==> src/rtl/imem_load_controller.sv <==
// imem_load_controller
//   Arbitrates a byte-addressed instruction store between the core's fetch
//   path and a byte-stream program loader such as a UART bootloader.
//   - RUN: fetches pass through. An illegal fetch address returns NOP_INST
//     and raises fetch_fault.
//   - LOAD: loader bytes are written into the store and the core is stalled.
//   - FLUSH: the final write commits. A pc_restart pulse follows.
//
// Ports
//   clk, reset          system clock, asynchronous active-low reset
//   load_start          one-cycle request to (re)start an image load
//   load_valid/data/last, load_ready   loader byte handshake
//   mem_we/waddr/wdata  registered byte write port into the store
//   mem_rdata           combinational 32-bit read of the store at fetch_addr
//   fetch_addr/inst/fault               core fetch path
//   cpu_stall, pc_restart               core control
//   load_count, load_error              status of current or most recent load
//
// state | meaning
// ------+-----------------------------------------------------------------
// RUN   | core owns the store; fetches pass through; idle until load_start
// LOAD  | loader bytes are written at ascending addresses; core stalled
// FLUSH | one cycle for the last write to commit; core still stalled
module imem_load_controller #(
  parameter int          MEM_BYTES = 96,
  parameter int          ADDR_W    = 7,
  parameter logic [31:0] NOP_INST  = 32'h0000_0013
) (
  input  logic              clk,
  input  logic              reset,
  input  logic              load_start,
  input  logic              load_valid,
  input  logic [7:0]        load_data,
  input  logic              load_last,
  output logic              load_ready,
  output logic              mem_we,
  output logic [ADDR_W-1:0] mem_waddr,
  output logic [7:0]        mem_wdata,
  input  logic [31:0]       mem_rdata,
  input  logic [63:0]       fetch_addr,
  output logic [31:0]       fetch_inst,
  output logic              fetch_fault,
  output logic              cpu_stall,
  output logic              pc_restart,
  output logic [ADDR_W:0]   load_count,
  output logic              load_error
);

  typedef enum logic [1:0] {ST_RUN, ST_LOAD, ST_FLUSH} state_t;

  localparam logic [ADDR_W:0] MEM_BYTES_C = (ADDR_W+1)'(MEM_BYTES);
  localparam logic [ADDR_W:0] CNT_ONE     = (ADDR_W+1)'(1);
  localparam logic [63:0]     LAST_WORD   = 64'(MEM_BYTES - 4);

  state_t              state_q, state_d;
  // The write pointer and the byte count advance together, so one register
  // serves as both.
  logic [ADDR_W:0]     wptr_q, wptr_d;
  logic                err_q, err_d;
  logic                we_q, we_d;
  logic [ADDR_W-1:0]   waddr_q, waddr_d;
  logic [7:0]          wdata_q, wdata_d;
  logic                restart_q, restart_d;
  logic                accept;
  logic                legal;

  // A beat offered in the same cycle as load_start is refused. The restart
  // wins, so that byte never lands at a stale address.
  assign load_ready = (state_q == ST_LOAD) && !load_start;
  assign accept     = load_valid && load_ready;

  always_comb begin
    state_d   = state_q;
    wptr_d    = wptr_q;
    err_d     = err_q;
    we_d      = 1'b0;
    waddr_d   = waddr_q;
    wdata_d   = wdata_q;
    restart_d = 1'b0;
    case (state_q)
      ST_RUN: begin
        if (load_start) begin
          state_d = ST_LOAD;
          wptr_d  = '0;
          err_d   = 1'b0;
        end
      end
      ST_LOAD: begin
        if (load_start) begin
          wptr_d = '0;
          err_d  = 1'b0;
        end else if (accept) begin
          if (wptr_q < MEM_BYTES_C) begin
            we_d    = 1'b1;
            waddr_d = wptr_q[ADDR_W-1:0];
            wdata_d = load_data;
            wptr_d  = wptr_q + CNT_ONE;
          end else begin
            // The store is full. Keep draining the loader, but flag the image.
            err_d = 1'b1;
          end
          if (load_last) begin
            state_d = ST_FLUSH;
            if (wptr_d[1:0] != 2'b00) err_d = 1'b1;
          end
        end
      end
      ST_FLUSH: begin
        state_d   = ST_RUN;
        restart_d = 1'b1;
      end
      default: state_d = ST_RUN;
    endcase
  end

  always_ff @(posedge clk or negedge reset) begin
    if (!reset) begin
      state_q   <= ST_RUN;
      wptr_q    <= '0;
      err_q     <= 1'b0;
      we_q      <= 1'b0;
      waddr_q   <= '0;
      wdata_q   <= '0;
      restart_q <= 1'b0;
    end else begin
      state_q   <= state_d;
      wptr_q    <= wptr_d;
      err_q     <= err_d;
      we_q      <= we_d;
      waddr_q   <= waddr_d;
      wdata_q   <= wdata_d;
      restart_q <= restart_d;
    end
  end

  assign mem_we     = we_q;
  assign mem_waddr  = waddr_q;
  assign mem_wdata  = wdata_q;
  assign load_count = wptr_q;
  assign load_error = err_q;
  assign pc_restart = restart_q;
  assign cpu_stall  = (state_q != ST_RUN);

  // Compare all 64 address bits so that an aliased high PC still faults.
  always_comb begin
    legal       = (fetch_addr[1:0] == 2'b00) && (fetch_addr <= LAST_WORD);
    fetch_inst  = NOP_INST;
    fetch_fault = 1'b0;
    if (state_q == ST_RUN) begin
      if (legal) fetch_inst  = mem_rdata;
      else       fetch_fault = 1'b1;
    end
  end

endmodule

==> config.mk <==
export PLATFORM = sky130hd
export DESIGN_NAME = imem_load_controller
export DESIGN_NICKNAME = d
export VERILOG_FILES = /design/src/rtl/imem_load_controller.sv
export SDC_FILE = /design/constraint.sdc
export NUM_CORES = 1
export LEC_CHECK = 0
export CORE_ASPECT_RATIO = 0.6
export CORE_MARGIN = 3
export CORE_UTILIZATION = 31
export DETAILED_ROUTE_END_ITERATION = 10
export PLACE_DENSITY = 0.95
export SLEW_MARGIN = 5
export SYNTH_ARGS = -nofsm -noshare
export SYNTH_HDL_FRONTEND = slang
export SYNTH_SLANG_ARGS = --single-unit
==> constraint.sdc <==
create_clock -name clk -period 5.1 [get_ports clk]
set_clock_uncertainty 0.15 [all_clocks]
set_input_delay 0.51 -clock clk [delete_from_list [all_inputs] [get_ports clk]]
set_output_delay 0.51 -clock clk [all_outputs]
set_load 0.01 [all_outputs]
======== Word level (Yosys, flattened, before mapping) ========
Cells that the tools add are included.
cells by class
  multiplexer cells ....................... 29
  bitwise gates (word level) .............. 1
  equality and inequality tests ........... 8
  $add $sub $neg .......................... 1
  reduce and logical (&&, ||, !) cells .... 13
  order comparisons ....................... 2
operators by type and width
  cell                                                                               count
  64-bit by 7-bit less-or-equal comparator with 1-bit output, second input constant  1
  32-bit 2-to-1 mux                                                                  2
  8-bit 2-to-1 mux                                                                   7
  8-bit case mux with 2 select lines                                                 1
  1-bit 2-to-1 mux                                                                   13
  4-bit AND reduction                                                                3
  8-bit by 1-bit adder with 8-bit output, second input constant                      1
  8-bit by 7-bit less-than comparator with 1-bit output, second input constant       1
  2-bit 2-to-1 mux                                                                   4
  2-bit != test, second input constant                                               4
  2-bit nonzero test                                                                 3
  2-bit logical NOT                                                                  2
  2-bit case mux with 2 select lines                                                 1
  1-bit logical AND                                                                  3
  3-bit by 2-bit != test with 1-bit output, second input constant                    1
  3-bit != test, second input constant                                               1
  3-bit AND reduction                                                                1
  2-bit by 1-bit equality test with 1-bit output, second input constant              1
  2-bit equality test, second input constant                                         1
  1-bit case mux with 2 select lines                                                 1
  1-bit logical NOT                                                                  1
  1-bit inverter                                                                     1
storage, ports and cells
  bits in registers ....................... 28
  output and inout port bits .............. 61
  input bits .............................. 109

======== Depth between registers and ports, before layout ========
Gate-level depths: netlist of the first run.
  word-level depth ........................ 12
  gate-level depth with buffers ........... 6

======== Least setup slack after synthesis of the first run ========
Ideal clock, no wire load.
  path kind ............................... input-to-output
  from .................................... input fetch_addr[16]
  to ...................................... output fetch_inst[21]
  buffers on the path ..................... 1
  setup slack ............................. 2.442 ns
  arrival time ............................ 1.998 ns
  stages .................................. 4
  cells stage by stage .................... or4_1 a2111o_1 buf_1 nor3_1
on the way
  word-level cells in the longest chain between the ends .. 4
ends and longest elaborated chain
  what                                                        RTL line  source
  from (decl)                                                 40        input logic [63:0] fetch_addr,
  64-bit by 7-bit less-or-equal comparator with 1-bit output  146       legal = (fetch_addr[1:0] == 2'b00) && (fetch_addr <= LAST_WORD);
  1-bit logical AND                                           146
  32-bit 2-to-1 mux                                           150       if (legal) fetch_inst = mem_rdata;
  32-bit 2-to-1 mux                                           149       if (state_q == ST_RUN) begin
  to (decl)                                                   41        output logic [31:0] fetch_inst,
Every way passes these cells.

======== Final worst setup path of the first run ========
  from .................................... input fetch_addr[11]
  to ...................................... output fetch_inst[1]
Same word-level chain as after synthesis.

==> results of run 1 <==
## state kept, by name, indices dropped and copies added (netlist names)
name,count
load_error,1
mem_waddr,7
load_count,8
mem_we,1
state_q,2
pc_restart,1
mem_wdata,8
## cells in the final DEF (no fill, tap or decap), drive strengths merged, types with 2 or more instances in the layout
cell and n:
nor2 5, nand2 40, o21ai 10, clkdlybuf4s50 166, mux2 14, o21a 3
nand4b 2, nand3 3, dfrtp 28, a31oi 3, inv 3, or4 5
nor3 30, a21oi 2, and2 3, buf 2, and3 3, nor4 13
nand2b 2, clkbuf 3
## Yosys cell counts
cell type                  count  area, sq um
sky130_fd_sc_hd__nor4_1       13        81.33
sky130_fd_sc_hd__o31ai_1       1        7.510
sky130_fd_sc_hd__o211ai_1      1        7.510
sky130_fd_sc_hd__nor2_1        5        18.77
sky130_fd_sc_hd__inv_1         3        11.26
sky130_fd_sc_hd__nor3_1       30        150.1
sky130_fd_sc_hd__clkbuf_1      9        33.78
sky130_fd_sc_hd__o21a_1        3        22.52
sky130_fd_sc_hd__nand4b_1      2        17.52
sky130_fd_sc_hd__o41ai_1       1        8.760
sky130_fd_sc_hd__a2111o_1      1        11.26
sky130_fd_sc_hd__o21ai_0      10        50.05
sky130_fd_sc_hd__mux2i_1       1        10.01
sky130_fd_sc_hd__buf_1         4        15.01
sky130_fd_sc_hd__nand3b_1      1        7.510
sky130_fd_sc_hd__nor4bb_1      1        10.01
sky130_fd_sc_hd__a21oi_2       1        8.760
sky130_fd_sc_hd__a211oi_1      1        7.510
sky130_fd_sc_hd__a31oi_1       3        18.77
sky130_fd_sc_hd__and2_1        3        18.77
sky130_fd_sc_hd__dfrtp_1      28        700.7
sky130_fd_sc_hd__mux2_2       14        157.7
sky130_fd_sc_hd__or4_1         5        37.54
sky130_fd_sc_hd__nand2b_1      2        12.51
sky130_fd_sc_hd__ha_1          1        12.51
sky130_fd_sc_hd__nand4_1       1        6.260
sky130_fd_sc_hd__a21boi_0      1        7.510
sky130_fd_sc_hd__nand3_1       3        15.01
sky130_fd_sc_hd__nand2_1      40        150.1
sky130_fd_sc_hd__and3_1        3        18.77
sky130_fd_sc_hd__nor2b_1       1        6.260
sky130_fd_sc_hd__a21oi_1       1        5.000
sky130_fd_sc_hd__buf_2         1        5.000
## how the worst max path moves through the flow
stage | from | to | depth (start not counted)
floorplan | fetch_addr[16] | fetch_inst[21] | 4
detailed placement | fetch_addr[16] | fetch_inst[1] | 5
global route | fetch_addr[11] | fetch_inst[1] | 6
global placement | fetch_addr[63] | fetch_inst[1] | 5
finish | fetch_addr[11] | fetch_inst[1] | 6
CTS | fetch_addr[16] | fetch_inst[1] | 5
## metrics by stage
step	instances	setup WS [ns]	cell area (sq um)
CTS	416	1.068	3427
global route	416	0.8555	3427
global placement	412	1.097	3356
detailed placement	412	1.073	3356
finish	416	1.052	3427
floorplan	195	2.442	1652
## per-layer routing
layer	vias up	track usage, %
met5	-	0
met4	0	5.714
met3	22	5.240
met2	107	40.26
met1	966	26.99
li1	1024	-
## cells by family after synthesis
kind of cell / Yosys count
buffers and inverters: 17
AND/OR/NAND/NOR: 110
flip-flops: 28
multiplexers: 15
adder cells (fa/ha/maj): 1
AO/OA/AOI/OAI: 24
## layout make-up
type	count	area, sq um	share of cell area (%)
inverter	3	11.26	0.3286
multi-input combinational	150	888.4	25.92
timing repair buffer	168	1677	48.92
clock buffer	3	41.29	1.205
clock inverter	1	30.03	0.8762
sequential	28	700.7	20.45
tap	63	78.83	2.300
## power by group through the flow
stage / Sequential [uW] / Clock [uW] / Combinational (uW)
final: 260 / 172 / 208
after detailed placement: 264 / 0 / 207
after floorplan: 271 / 0 / 52.0
after global placement: 262 / 0 / 203
after CTS: 260 / 174 / 209
after global routing: 264 / 185 / 223
==> impl_metrics.json, run 1 <==
{
  "timing_worst_slew_pin_value_ns": 1.015,
  "post-layout-total-power_uw": 639.1,
  "clkLatencyLatePin_ns": 0.27,
  "startpoint_type": "primary input",
  "grt_pass1_wl_um": 11270,
  "setup_total_neg_slack_ns": 0,
  "rows": 19,
  "layout-drive-gt1-share_pct": 6.232,
  "fin_crit_ns": 4.048,
  "run_status": "completed",
  "sequential_fraction_of_the_synthesis_area_pct": 42.42,
  "tritoncts": "built",
  "yosysWarnings": 0,
  "clock_transition_at_the_registers_of_the_reported_paths_ns": 0.09,
  "critPathMaxStageDelay_ns": 0.98,
  "cp_slowest_cell": "sky130_fd_sc_hd__or4_1",
  "drt_first_iter_violations": 123,
  "yosys.area_share.adder_pct": 0.7576,
  "detailroute.wirelength.met3_um": 503,
  "compound_cell_area_share_of_the_yosys_netlist_pct": 9.394,
  "power.ir.vdd_worst_mv": 0.1540,
  "r2r_path_start": "load_count[5]",
  "cts.path.max_buffers": 2,
  "max-slew-margin-rel_pct": 32.31,
  "critical_path.reg2reg.endpoint": "mem_wdata[1]",
  "floorplan.initialDensity_pct": 34.06,
  "sw_frac_of_total_pct": 24.06,
  "clock_sinks": 28,
  "crit_path_cell_trace": "clkdlybuf4s50_1 -> nor4_1 -> nand2_1 -> or4_1 -> or4_1 -> clkdlybuf4s50_1",
  "p_leak_uw": 0.001275,
  "power.clock.fraction_pct": 26.9,
  "power_report.internal_total_uw": 485.4,
  "report.final.hold_viol_count": 0,
  "number_of_antenna_violations_at_the_first_check_in_global_routing": 0,
  "post_cts_gate_resize_count": 0,
  "timing.critical_path.fanout_max": 33,
  "max_cap_viols": 0,
  "io-pin-count": 170,
  "detailed_place_hpwl_um": 5959,
  "top_layer_used": "met4",
  "level_count_of_the_clock_h_tree": 1,
  "power.net_switching_uw": 153.8,
  "yosys.area_share.xor_xnor_pct": 0,
  "globalRouteOverflowTotal": 0,
  "setup_viol": 0,
  "ant_nets": 0,
  "post_cts.repair.setup_buffers": 0,
  "port-buffer-count": 166,
  "synth_simple_gate_area_share_pct": 33.33,
  "dieArea_sq_mm": 0.006268,
  "globalplace.congestion": 0.8748,
  "whs_path_depth": 1,
  "cts_inserted_buffers": 3,
  "synth_top_family_by_area": "simple AND/OR/NAND/NOR gates",
  "cp.arrival_ns": 3.39,
  "post_drt_via_cell_ratio": 5.094,
  "drc_errors": 0,
  "pwr_density_cell_mw_per_mm2": 186.5,
  "antenna-diode-count": 0,
  "syn_area_per_cell_sq_um": 8.470,
  "regToRegSetupSlack_ns": 2.78,
  "pwr-share-seq_pct": 40.6,
  "gr-usage-all-layers_pct": 22.49,
  "routed_wire_length_per_instance_um": 17.31,
  "worst-path-buf-inv": 2,
  "layout-area-overhead-vs-synth_pct": 107.5,
  "hold_class": "register to register",
  "netlist_instances": 195,
  "synth_area_sq_mm": 0.001652,
  "unrepaired_setup_endpoints_after_global_routing": "no",
  "path_delay_family": "simple AND/OR/NAND/NOR gates",
  "core-area_sq_mm": 0.004850,
  "worstRegToRegCells": 3,
  "grt_pass1_vias": 2182,
  "timing.final.crit_share_pct": 79.37,
  "maximum_number_of_pins_on_one_net_before_global_route_repair": 34,
  "criticalPathCategory": "primary input to primary output",
  "max_freq_mhz": 247.0,
  "detailroute.via_count": 2119,
  "detailroute.wirelength.met2_um": 3708,
  "worst_hold_margin_ns": 0.3618,
  "m1WireLength_um": 2814,
  "die_width_um": 100.2,
  "nNetsFinal": 464,
  "final_max_slew_viol_count": 0,
  "hold_path_end": "mem_waddr[6]",
  "n_fill_cell": 390,
  "cts_stage_hold_buffer_count": 0,
  "hold_sp": "mem_waddr[6]",
  "ys_seq_elements": 28,
  "routed_wirelength_um": 7199,
  "firstDrtPassIters": 4,
  "share_of_cell_area_taken_by_muxes_after_synthesis_pct": 10.15,
  "setup.worst_path.end_class": "primary output",
  "die_y_um": 62.54,
  "comb_power_share_pct": 32.5,
  "yosys.cell_types.count": 33,
  "utilization_pct": 70.67,
  "clock_root_cell": "sky130_fd_sc_hd__clkbuf_8",
  "syn-num-nets": 305,
  "worst_ep_required_time_ns": 4.44
}
(Power assumes the default switching activity.)
==> run 2: changes to the inputs <==
--- a/config.mk
+++ b/config.mk
@@ -7,9 +7,9 @@
 export LEC_CHECK = 0
 export CORE_ASPECT_RATIO = 0.6
 export CORE_MARGIN = 3
-export CORE_UTILIZATION = 31
+export CORE_UTILIZATION = 26
 export DETAILED_ROUTE_END_ITERATION = 10
-export PLACE_DENSITY = 0.95
+export PLACE_DENSITY = 0.88
 export SLEW_MARGIN = 5
 export SYNTH_ARGS = -nofsm -noshare
 export SYNTH_HDL_FRONTEND = slang
==> constraint.sdc (replaced) <==
create_clock -name clk -period 3.41 [get_ports clk]
set_clock_uncertainty 0.15 [all_clocks]
set_input_delay 0.341 -clock clk [delete_from_list [all_inputs] [get_ports clk]]
set_output_delay 0.341 -clock clk [all_outputs]
set_load 0.01 [all_outputs]
==> impl_metrics.json, run 2 (synthesis results as in run 1) <==
{
  "postPlaceCellArea_sq_mm": 0.003427,
  "gr-usage-all-layers_pct": 19.44,
  "io-pin-count": 170,
  "startpoint_type": "primary input",
  "floorplan.initialDensity_pct": 28.19,
  "layout-drive-gt1-share_pct": 8.101,
  "final_max_slew_viol_count": 0,
  "max-slew-margin-rel_pct": 68.93,
  "level_count_of_the_clock_h_tree": 1,
  "clock_transition_at_the_registers_of_the_reported_paths_ns": 0.09,
  "core-area_sq_mm": 0.005859,
  "max_freq_mhz": 298.5,
  "nNetsFinal": 469,
  "post-layout-total-power_uw": 905.4,
  "post_cts.repair.setup_buffers": 0,
  "maximum_number_of_pins_on_one_net_before_global_route_repair": 34,
  "drt_first_iter_violations": 175,
  "top_layer_used": "met4",
  "pwr_density_cell_mw_per_mm2": 258.7,
  "postLayoutCellArea_sq_mm": 0.003500,
  "setup_viol": 0,
  "report.final.hold_viol_count": 0,
  "setup_total_neg_slack_ns": 0,
  "layout.cells.most_common": "sky130_fd_sc_hd__clkdlybuf4s50_1",
  "worst_ep_required_time_ns": 2.92,
  "die_y_um": 67.74,
  "layout-area-overhead-vs-synth_pct": 111.9,
  "m1WireLength_um": 2975,
  "detailroute.wirelength.met3_um": 447,
  "timing.critical_path.fanout_max": 33,
  "routed_wirelength_um": 7329,
  "die_width_um": 108.9,
  "power.ir.vdd_worst_mv": 0.1694,
  "dieArea_sq_mm": 0.007376,
  "detailroute.via_count": 2079,
  "cp.arrival_ns": 2.86,
  "grt_pass1_wl_um": 11040,
  "rows": 21,
  "timing_worst_slew_pin_value_ns": 0.4660,
  "max_cap_viols": 0,
  "utilization_pct": 59.73,
  "post_drt_via_cell_ratio": 4.747,
  "ant_nets": 0,
  "post_cts_gate_resize_count": 0,
  "clock_root_cell": "sky130_fd_sc_hd__clkbuf_8",
  "cts_inserted_buffers": 3,
  "cts_stage_hold_buffer_count": 0,
  "globalplace.congestion": 0.8665,
  "detailroute.wirelength.met2_um": 3729,
  "detailed_place_hpwl_um": 5989,
  "routed_wire_length_per_instance_um": 16.73,
  "globalRouteOverflowTotal": 0,
  "setup.worst_path.end_class": "primary output",
  "port-buffer-count": 166,
  "regToRegSetupSlack_ns": 1.60,
  "antenna-diode-count": 0,
  "hold_class": "primary input to async pin",
  "tritoncts": "built",
  "placed_cells_incl_taps": 434,
  "firstDrtPassIters": 5,
  "cts.path.max_buffers": 2,
  "criticalPathCategory": "primary input to primary output",
  "clock_sinks": 28,
  "grt_pass1_vias": 2074,
  "fin_crit_ns": 3.350,
  "number_of_antenna_violations_at_the_first_check_in_global_routing": 0,
  "run_status": "completed",
  "p_leak_uw": 0.001295,
  "drc_errors": 0,
  "instances_no_fill": 438,
  "clkLatencyLatePin_ns": 0.28,
  "timing.final.crit_share_pct": 98.24,
  "layout.cells.most_common_list": "164 x sky130_fd_sc_hd__clkdlybuf4s50_1, 40 x sky130_fd_sc_hd__nand2_1, 30 x sky130_fd_sc_hd__nor3_1"
}
## run 2: cell types whose count changed in the layout (fill, tap and decap cells not counted), sizes merged
cell / previous run / this run
bufinv: 1 / 0
clkbuf: 3 / 4
dlymetal6s2s: 0 / 2
clkdlybuf4s50: 166 / 164
buf: 2 / 7
## run 2: power breakdown
part	total [uW]	switching (uW)	internal, uW
sequential	388	23.5	364
clock	206	103	103
combinational	311	106	205
## run 2: worst max-delay path, stage by stage
cell and delay (ns):
sky130_fd_sc_hd__clkdlybuf4s50_1 0.44, sky130_fd_sc_hd__nor4_2 0.32, sky130_fd_sc_hd__nand2_1 0.08, sky130_fd_sc_hd__or4_1 0.58, sky130_fd_sc_hd__buf_12 0.20, sky130_fd_sc_hd__or4_1 0.40, sky130_fd_sc_hd__clkdlybuf4s50_1 0.49
## run 2: path summary, 6_finish.rpt
kind / startpoint / endpoint / cells after the start
setup / recovery: fetch_addr[10] / fetch_inst[0] / 7
hold reg to reg: mem_wdata[4] / mem_wdata[4] / 1
setup reg to reg: state_q[1] / mem_wdata[1] / 4
min in group clk: mem_wdata[4] / mem_wdata[4] / 1
hold / removal: reset / mem_wdata[4] / 2
max in group asynchronous: reset / mem_waddr[0] / 2
## run 2: stage by stage
step	hold slack (ns)	worst slack (ns)
4_1_cts	0.2886	0.02434
3_3_place_gp	0.3161	0.02333
3_5_place_dp	0.3430	0.02584
6_report	0.2809	0.06011
2_1_floorplan	-0.1046	1.090
5_1_grt	0.3036	-0.05240
## run 2: layout make-up
class                      count  area (sq um)
multi-input combinational    150         900.9
tap                           80         100.1
clock buffer                   4         55.05
fill                         513          2360
sequential                    28         700.7
inverter                       3         11.26
timing repair buffer         173          1732
## run 2: layer usage
layer	vias to the layer above	global-route usage, %
li1	1033	-
met1	945	24.15
met2	83	34.25
met3	18	3.916
met4	0	5.984
met5	-	0
==> run 3: changes to the inputs <==
--- a/config.mk
+++ b/config.mk
@@ -5,11 +5,11 @@
 export SDC_FILE = /design/constraint.sdc
 export NUM_CORES = 1
 export LEC_CHECK = 0
-export CORE_ASPECT_RATIO = 0.6
+export CORE_ASPECT_RATIO = 2
 export CORE_MARGIN = 3
-export CORE_UTILIZATION = 26
+export CORE_UTILIZATION = 29
 export DETAILED_ROUTE_END_ITERATION = 10
-export PLACE_DENSITY = 0.88
+export PLACE_DENSITY = 0.92
 export SLEW_MARGIN = 5
 export SYNTH_ARGS = -nofsm -noshare
 export SYNTH_HDL_FRONTEND = slang
==> constraint.sdc (replaced) <==
create_clock -name clk -period 3.7 [get_ports clk]
set_clock_uncertainty 0.15 [all_clocks]
set_input_delay 0.37 -clock clk [delete_from_list [all_inputs] [get_ports clk]]
set_output_delay 0.37 -clock clk [all_outputs]
set_load 0.01 [all_outputs]
==> impl_metrics.json, run 3 (synthesis results as in run 1) <==
{
  "combined_area_of_the_multi_input_logic_cells_sq_um": 893.4,
  "io-pin-count": 170,
  "cp_common_cell": "sky130_fd_sc_hd__clkdlybuf4s50_1",
  "clock_transition_at_the_registers_of_the_reported_paths_ns": 0.10,
  "level_count_of_the_clock_h_tree": 1,
  "clock_root_cell": "sky130_fd_sc_hd__clkbuf_8",
  "pwr_density_cell_mw_per_mm2": 256.1,
  "instances_no_fill": 415,
  "layout.cells.most_common_list": "166 x sky130_fd_sc_hd__clkdlybuf4s50_1, 40 x sky130_fd_sc_hd__nand2_1, 30 x sky130_fd_sc_hd__nor3_1",
  "unrepaired_setup_endpoints_after_global_routing": "no",
  "run_status": "completed",
  "port-buffer-count": 166,
  "dieArea_sq_mm": 0.006691,
  "number_of_antenna_violations_at_the_first_check_in_global_routing": 0,
  "die_width_um": 59.36,
  "setup_total_neg_slack_ns": 0,
  "timing_worst_slew_pin_value_ns": 0.7990,
  "critPathMaxStageDelay_ns": 0.58,
  "utilization_pct": 62.97,
  "layout-area-overhead-vs-synth_pct": 108.5,
  "layout.cells.most_common": "sky130_fd_sc_hd__clkdlybuf4s50_1",
  "max-slew-margin-rel_pct": 46.58,
  "maximum_number_of_pins_on_one_net_before_global_route_repair": 29,
  "ant_nets": 0,
  "nNetsFinal": 466,
  "rows": 38,
  "worst_hold_margin_ns": 0.3150,
  "post_cts.repair.setup_buffers": 0,
  "hold_class": "primary input to async pin",
  "path_delay_family": "buffers and inverters",
  "globalplace.congestion": 0.9024,
  "criticalPathCategory": "primary input to primary output",
  "routed_wirelength_um": 7013,
  "cp_slowest_cell": "sky130_fd_sc_hd__clkdlybuf4s50_1",
  "cts_stage_hold_buffer_count": 0,
  "postLayoutSetupSlackWorst_ns": 0.2139,
  "fin_crit_ns": 3.486,
  "clkLatencyLatePin_ns": 0.28,
  "worst-path-buf-inv": 3,
  "core-area_sq_mm": 0.005468,
  "timing.critical_path.fanout_max": 20,
  "pre_cts_slack_ns": 0.1561,
  "power.ir.vdd_worst_mv": 0.3821,
  "setup.worst_path.end_class": "primary output",
  "timing.final.crit_share_pct": 94.22,
  "cp.arrival_ns": 2.97,
  "max_freq_mhz": 286.9,
  "setup_viol": 0,
  "die_y_um": 112.7,
  "floorplan.initialDensity_pct": 30.21,
  "regToRegSetupSlack_ns": 1.41,
  "globalRouteOverflowTotal": 0,
  "startpoint_type": "primary input",
  "max_cap_viols": 0,
  "n_fill_cell": 440,
  "grt_pass1_vias": 2286,
  "cts.path.max_buffers": 2,
  "firstDrtPassIters": 4,
  "gr-usage-all-layers_pct": 19.95,
  "detailed_place_hpwl_um": 5885,
  "detailroute.via_count": 2120,
  "cts_inserted_buffers": 3,
  "placed_cells_incl_taps": 411,
  "crit_path_cell_trace": "clkdlybuf4s50_1 -> nor4_1 -> nand4_1 -> a2111o_2 -> buf_4 -> nor3_1 -> clkdlybuf4s50_1",
  "antenna-diode-count": 0,
  "tritoncts": "built",
  "worst_ep_required_time_ns": 3.18,
  "setup.worst_path.start": "fetch_addr[34]",
  "clock_sinks": 28,
  "layout-drive-gt1-share_pct": 7.324,
  "drt_first_iter_violations": 52,
  "final_max_slew_viol_count": 0,
  "report.final.hold_viol_count": 0,
  "r2r_path_start": "state_q[1]",
  "grt_pass1_wl_um": 10410,
  "drc_errors": 0,
  "routed_wire_length_per_instance_um": 16.90,
  "post_drt_via_cell_ratio": 5.108,
  "p_leak_uw": 0.001285,
  "register_area_sq_um": 700.7,
  "post_cts_gate_resize_count": 0
}
-- run 3: worst reg2reg max path: stages, from the launching register on --
cell and delay [ns]:
sky130_fd_sc_hd__dfrtp_1 0.56, sky130_fd_sc_hd__nor2_1 0.33, sky130_fd_sc_hd__nand3_1 0.63, sky130_fd_sc_hd__mux2_2 0.51
-- run 3: report_power, final --
part / internal, uW / total (uW) / switching [uW]
combinational: 188 / 285 / 96.9
sequential: 336 / 358 / 22.3
clock: 145 / 238 / 93.5
total: 669 / 882 / 213
-- run 3: path summary, 6_finish.rpt --
kind / end / depth (start not counted)
worst min-delay path: load_count[7] / 2
worst max-delay path: fetch_inst[24] / 7
worst max register to register: mem_wdata[3] / 3
max in group asynchronous: load_count[6] / 2
min in group clk: mem_waddr[0] / 2
worst min register to register: mem_waddr[0] / 2
-- run 3: layout make-up --
class                   count  share of cell area, %
repair buffers            170                  49.13
well taps                  60                  2.180
clock inverters             1                 0.8721
flip-flops and latches     28                  20.35
multi-input cells         150                  25.94
inverters                   3                 0.3270
clock buffers               3                  1.199
-- run 3: stage by stage --
step	power, uW	area (sq um)
after floorplan	444.7	1652
after CTS	888.5	3438
after global placement	639.5	3367
final	881.7	3443
after global routing	922.1	3443
after detailed placement	649.3	3367
-- run 3: metal layers --
metal | GRT usage (%) | up-vias | wire length (um) | share of wire (%)
met5 | 0 | - | 0 | 0
met1 | 17.44 | 940 | 2135 | 30
li1 | - | 1024 | - | -
met2 | 38.64 | 140 | 3608 | 51
met4 | 5.900 | 0 | 156 | 2.2
met3 | 7.991 | 16 | 1113 | 16
